--- src/rtl/bar_graph_plotter.sv ---
// Draws NUM_BARS bar slots (bar colour up to height, BG_COLOR above) one pixel per cycle for a VGA adapter.
// First pixel two cycles after start; hold freezes the presented pixel until a cycle with hold=0 consumes it.
module bar_graph_plotter #(
  parameter int NUM_BARS = 4,
  parameter int BAR_W    = 32,
  parameter int MAX_H    = 200,
  parameter int GAP      = 8,
  parameter int X_W      = 10,
  parameter int Y_W      = 9,
  parameter int H_W      = 8,
  parameter int C_W      = 3,
  parameter int BG_COLOR = 0
) (
  input  logic                    clk,
  input  logic                    reset,
  input  logic                    start,
  input  logic                    hold,
  input  logic [X_W-1:0]          origin_x,
  input  logic [Y_W-1:0]          origin_y,
  input  logic [NUM_BARS*H_W-1:0] heights,
  input  logic [NUM_BARS*C_W-1:0] colours,
  output logic                    busy,
  output logic                    done,
  output logic                    plot,
  output logic [X_W-1:0]          x_coord,
  output logic [Y_W-1:0]          y_coord,
  output logic [C_W-1:0]          colour
);

  localparam int COL_W  = (BAR_W > 1)    ? $clog2(BAR_W)    : 1;
  localparam int ROW_W  = (MAX_H > 1)    ? $clog2(MAX_H)    : 1;
  localparam int BAR_IW = (NUM_BARS > 1) ? $clog2(NUM_BARS) : 1;

  localparam logic [COL_W-1:0]  COL_LAST = COL_W'(BAR_W - 1);
  localparam logic [ROW_W-1:0]  ROW_LAST = ROW_W'(MAX_H - 1);
  localparam logic [BAR_IW-1:0] BAR_LAST = BAR_IW'(NUM_BARS - 1);
  localparam logic [X_W-1:0]    X_STEP   = X_W'(BAR_W + GAP);
  localparam logic [H_W-1:0]    H_MAX    = H_W'(MAX_H);
  localparam logic [C_W-1:0]    BG       = C_W'(BG_COLOR);

  typedef enum logic [1:0] {IDLE, LOAD, DRAW, DONE} state_t;

  state_t state, state_nxt;

  logic [COL_W-1:0]  col;
  logic [ROW_W-1:0]  row;
  logic [BAR_IW-1:0] bar;
  logic [X_W-1:0]    bar_x;
  logic [X_W-1:0]    org_x;
  logic [Y_W-1:0]    org_y;
  logic [H_W-1:0]    hgt [NUM_BARS];
  logic [C_W-1:0]    clr [NUM_BARS];
  // set once the final pixel of the frame is on the outputs
  logic              last_shown;

  logic              col_end, row_end, at_last, in_bar;
  logic [X_W-1:0]    pix_x;
  logic [Y_W-1:0]    pix_y;
  logic [C_W-1:0]    pix_c;

  always_ff @(posedge clk) begin
    if (reset) state <= IDLE;
    else       state <= state_nxt;
  end

  always_comb begin
    state_nxt = state;
    case (state)
      IDLE:    if (start) state_nxt = LOAD;
      LOAD:    state_nxt = DRAW;
      DRAW:    if (!hold && last_shown) state_nxt = DONE;
      DONE:    state_nxt = IDLE;
      default: state_nxt = IDLE;
    endcase
  end

  always_comb begin
    col_end = (col == COL_LAST);
    row_end = (row == ROW_LAST);
    at_last = col_end && row_end && (bar == BAR_LAST);
    pix_x   = bar_x + X_W'(col);
    pix_y   = org_y - Y_W'(row);
    in_bar  = 32'(row) < 32'(hgt[bar]);
    pix_c   = in_bar ? clr[bar] : BG;
  end

  always_ff @(posedge clk) begin
    if (reset) begin
      busy       <= 1'b0;
      done       <= 1'b0;
      plot       <= 1'b0;
      x_coord    <= '0;
      y_coord    <= '0;
      colour     <= '0;
      col        <= '0;
      row        <= '0;
      bar        <= '0;
      bar_x      <= '0;
      org_x      <= '0;
      org_y      <= '0;
      last_shown <= 1'b0;
      for (int i = 0; i < NUM_BARS; i++) begin
        hgt[i] <= '0;
        clr[i] <= '0;
      end
    end else begin
      case (state)
        IDLE: begin
          plot <= 1'b0;
          done <= 1'b0;
          if (start) begin
            busy  <= 1'b1;
            org_x <= origin_x;
            org_y <= origin_y;
            for (int i = 0; i < NUM_BARS; i++) begin
              hgt[i] <= heights[i*H_W +: H_W];
              clr[i] <= colours[i*C_W +: C_W];
            end
          end
        end
        LOAD: begin
          col        <= '0;
          row        <= '0;
          bar        <= '0;
          bar_x      <= org_x;
          last_shown <= 1'b0;
          for (int i = 0; i < NUM_BARS; i++)
            hgt[i] <= (hgt[i] > H_MAX) ? H_MAX : hgt[i];
        end
        DRAW: begin
          if (!hold) begin
            if (last_shown) begin
              plot <= 1'b0;
              done <= 1'b1;
            end else begin
              plot       <= 1'b1;
              x_coord    <= pix_x;
              y_coord    <= pix_y;
              colour     <= pix_c;
              last_shown <= at_last;
              if (col_end) begin
                col <= '0;
                if (row_end) begin
                  row   <= '0;
                  bar   <= bar + 1'b1;
                  bar_x <= bar_x + X_STEP;
                end else begin
                  row <= row + 1'b1;
                end
              end else begin
                col <= col + 1'b1;
              end
            end
          end
        end
        DONE: begin
          done <= 1'b0;
          busy <= 1'b0;
          plot <= 1'b0;
        end
        default: ;
      endcase
    end
  end

endmodule

--- config.mk ---
export PLATFORM = sky130hd
export DESIGN_NAME = bar_graph_plotter
export DESIGN_NICKNAME = d
export VERILOG_FILES = /design/src/rtl/bar_graph_plotter.sv
export SDC_FILE = /design/constraint.sdc
export NUM_CORES = 1
export LEC_CHECK = 0
export ABC_AREA = 1
export BUFFER_PORTS_ARGS = -buffer_cell sky130_fd_sc_hd__buf_2
export CORE_ASPECT_RATIO = 1.4
export CORE_UTILIZATION = 50
export CTS_CLUSTER_DIAMETER = 50
export CTS_CLUSTER_SIZE = 14
export DETAILED_ROUTE_END_ITERATION = 6
export PLACE_DENSITY_LB_ADDON = 0.1
export SLEW_MARGIN = 20
export SYNTH_ARGS = -nofsm -noshare
export SYNTH_HDL_FRONTEND = slang
export SYNTH_SLANG_ARGS = --single-unit
--- constraint.sdc ---
create_clock -name clk -period 2.9 [get_ports clk]
set_clock_uncertainty 0.15 [all_clocks]
set_input_delay 0.435 -clock clk [delete_from_list [all_inputs] [get_ports clk]]
set_output_delay 0.435 -clock clk [all_outputs]
set_load 0.005 [all_outputs]
==> metrics <==
status complete, no violations; final cell count without fillers 967; Cells after Synth 712; measured slew at the worst slew-check pin 682 ps; Synth Cell Area 5870 um2; share of post-route cells with drive strength above 1 18.0%; Multi-input gate area 2580 um2; number of buffers created by CTS 17; largest net degree at the start of global routing 34; Final min period 2620 ps; FF-to-FF End colour[2]; Lkg Pwr 3.31 nW; ys async rst share 0%; Critical Path RT 3090 ps; Synth top area share 25.2%; die width 93.6 um; CP startpoint kind register; final hold vios 0; IO Count 92; fmax 382 MHz; H-tree levels 4; worst reg2reg setup slack 280 ps; drt initial violations 196; #FFs+latches synth 118; CP most frequent cell a21oi_1; clk slew on worst S/H paths 50 ps; Slew HR 54.2%; drt wl/cell 13.9 um; worst hold endpoint org_y[2]; Post-DRT Antenna Nets 0; Placed Cells 935; unique cell type count in the Yosys netlist 42; gr ovfl total 0; Synth area leader dfxtp_1; Core Rows 46; maximum buffer depth of the clock tree 2; Worst Hold Launch origin_y[2]; final setup fails 0; number of max-slew violations in the final report 0; Pwr Density 847 nW/um2; initial antenna violation count 0; Critical Path Slowest Stage Cell dfxtp_1; Synth area leaders dfxtp_1 (25%), edfxtp_1 (23%), nand2_1 (7.1%); # diodes 0; core area 11,400 um2; final hold slack 87.5 ps; RSZ-0062 raised after global routing false; Final nets 909; Layout area overhead 21.0%; hold path depth 2; global-route wire length before repair 21,800 um; DR vias/cell 5.19; Max-Cap Viols 0; WP data arrival 2800 ps; sequential element share of the synthesized area 47.8%; Post-CTS Setup Repair Bufs 0; vias in the first global route 4,733; fill count 994; Setup crit end kind register; EDFF count, synth 44; Register Area 2800 um2; WS Path Type register to register; CTS sink cnt 118; CP max stage delay 530 ps; worst hold path type input port to register; Buffers on Ports 91; Starting Density 51.5%; Tcrit/Tclk final 90.2%; Yosys Warn Count 0; DRC viols 0; Root Driver clkbuf_16; DP HPWL 9780 um; First-pass DRT Iterations 5; top_reg_cell synth dfxtp_1; Mean Syn Cell Area 8.24 um2; die area 12,200 um2; largest driver fanout on the critical path 13; Hold-fix buffers, CTS 0; worst-path cell chain inv_1 -> o21ai_0 -> nor2_1 -> a21oi_1 -> ha_1 -> a21oi_1 -> nor2_1 -> a211oi_1 -> nand3_1 -> a21oi_1; Vias 5,019; chip height 130 um; Placer Congestion 0.917; final core utilization 62.3%; r2r worst-path depth 10; TNS Setup 0 ps; Post-Route WL 13,500 um; post-synthesis net count 811; cells resized by post-CTS repair 0; Overall Global Routing Usage 23.3%; clk_lat worst skew 410 ps; CTS tree done; worst vdd ir 0.473 mV
-- routing by layer --
layer,vias up,share of wire [%],track usage [%]
li1,2560,-,-
met1,2317,43,26.8
met2,120,51,42.6
met3,22,3.8,4.49
met4,0,1.8,8.87
met5,-,0,0
-- synthesized netlist by cell type, drive strengths merged, types with 6 or more instances --
master and number:
edfxtp 44, a21oi 57, nand3 31, buf 9, a22o 14, clkbuf 14, ha 30, nor2 98
dfxtp 74, nand4 6, nor3 11, inv 104, a211oi 6, xor2 11, nand2 114, o21ai 55
-- cell type report --
cell class	count	area share, %
Clock buffer	24	7.22
Clock inverter	8	1.29
Inverter	106	5.60
Multi-Input combinational cell	465	36.3
Sequential cell	118	39.5
Tap cell	144	2.54
Timing Repair Buffer	102	7.58
-- through the flow --
stage               total power [mW]  worst slack [ps]  instance area, um2
floorplan                       3.41               477                5870
global placement                3.84               371                6500
detailed placement              3.89               190                6500
CTS                             6.03               198                7100
global route                    6.36              50.4                7100
finish                          6.01               284                7100
-- critical path, delay by kind of cell, from the launching register on --
kind / cells / cell delay [ps]
compound gates: 5 / 1030
flops: 1 / 530
simple gates: 3 / 290
buf+inv: 1 / 290
fa+ha+maj: 1 / 260
-- worst max path at each step --
stage	start	end	slack, ps	cells past startpoint
after floorplan	state[0]	hgt[0][0]	480	8
after global placement	state[1]	hgt[1][1]	370	6
after detailed placement	state[1]	hgt[3][0]	190	6
after CTS	state[1]	hgt[3][1]	200	6
after global routing	register	colour[2]	50	10
final	register	colour[2]	280	10
-- power by group --
part	switching [mW]	internal (mW)	total (mW)
sequential	0.196	2.11	2.30
combinational	0.997	0.588	1.59
clock	0.724	1.40	2.12
-- logic make-up (layout without fill, tap and decap cells) --
kind of cell / Yosys count / after routing / synth area share, %
XOR/XNOR: 12 / 12 / 1.79
AO/OA/AOI/OAI: 153 / 153 / 15.3
AND/OR/NAND/NOR: 268 / 268 / 19.7
adder cells (fa/ha/maj): 32 / 32 / 7.08
flip-flops: 118 / 118 / 47.8
buffers and inverters: 129 / 240 / 8.38
-- sequential cells by signal (all words and copies together), names as in the netlist, named ones only --
name and count:
bar 2, bar_x 10, busy 1, clr 12, col 5, colour 3
done 1, hgt 32, last_shown 1, org_x 10, org_y 9, plot 1
row 8, state 2, x_coord 10, y_coord 9
-- cells in the final DEF (no fill, tap or decap), types with 3 or more instances in the layout --
| master | netlist | routed |
|---|---|---|
| nand2_1 | 111 | 111 |
| nand3_1 | 31 | 31 |
| o22ai_1 | 4 | 4 |
| nor2_2 | 2 | 3 |
| buf_2 | 3 | 91 |
| edfxtp_1 | 44 | 44 |
| ha_1 | 30 | 30 |
| nand4_1 | 6 | 6 |
| xor2_1 | 11 | 11 |
| clkbuf_8 | 0 | 4 |
| a31oi_1 | 4 | 4 |
| clkinv_2 | 0 | 5 |
| o31ai_1 | 3 | 3 |
| o21ai_1 | 2 | 5 |
| a22o_1 | 14 | 14 |
| clkbuf_16 | 0 | 18 |
| nor4_1 | 3 | 3 |
| inv_1 | 102 | 102 |
| o211ai_1 | 3 | 3 |
| a211oi_1 | 6 | 6 |
| nor3_1 | 11 | 11 |
| or3_1 | 3 | 3 |
| a21oi_1 | 56 | 56 |
| buf_4 | 1 | 11 |
| nor2_1 | 92 | 91 |
| nor2_4 | 3 | 3 |
| o21ai_0 | 53 | 50 |
| dfxtp_1 | 74 | 74 |
No activity file was read; power rests on OpenSTA's default activity.
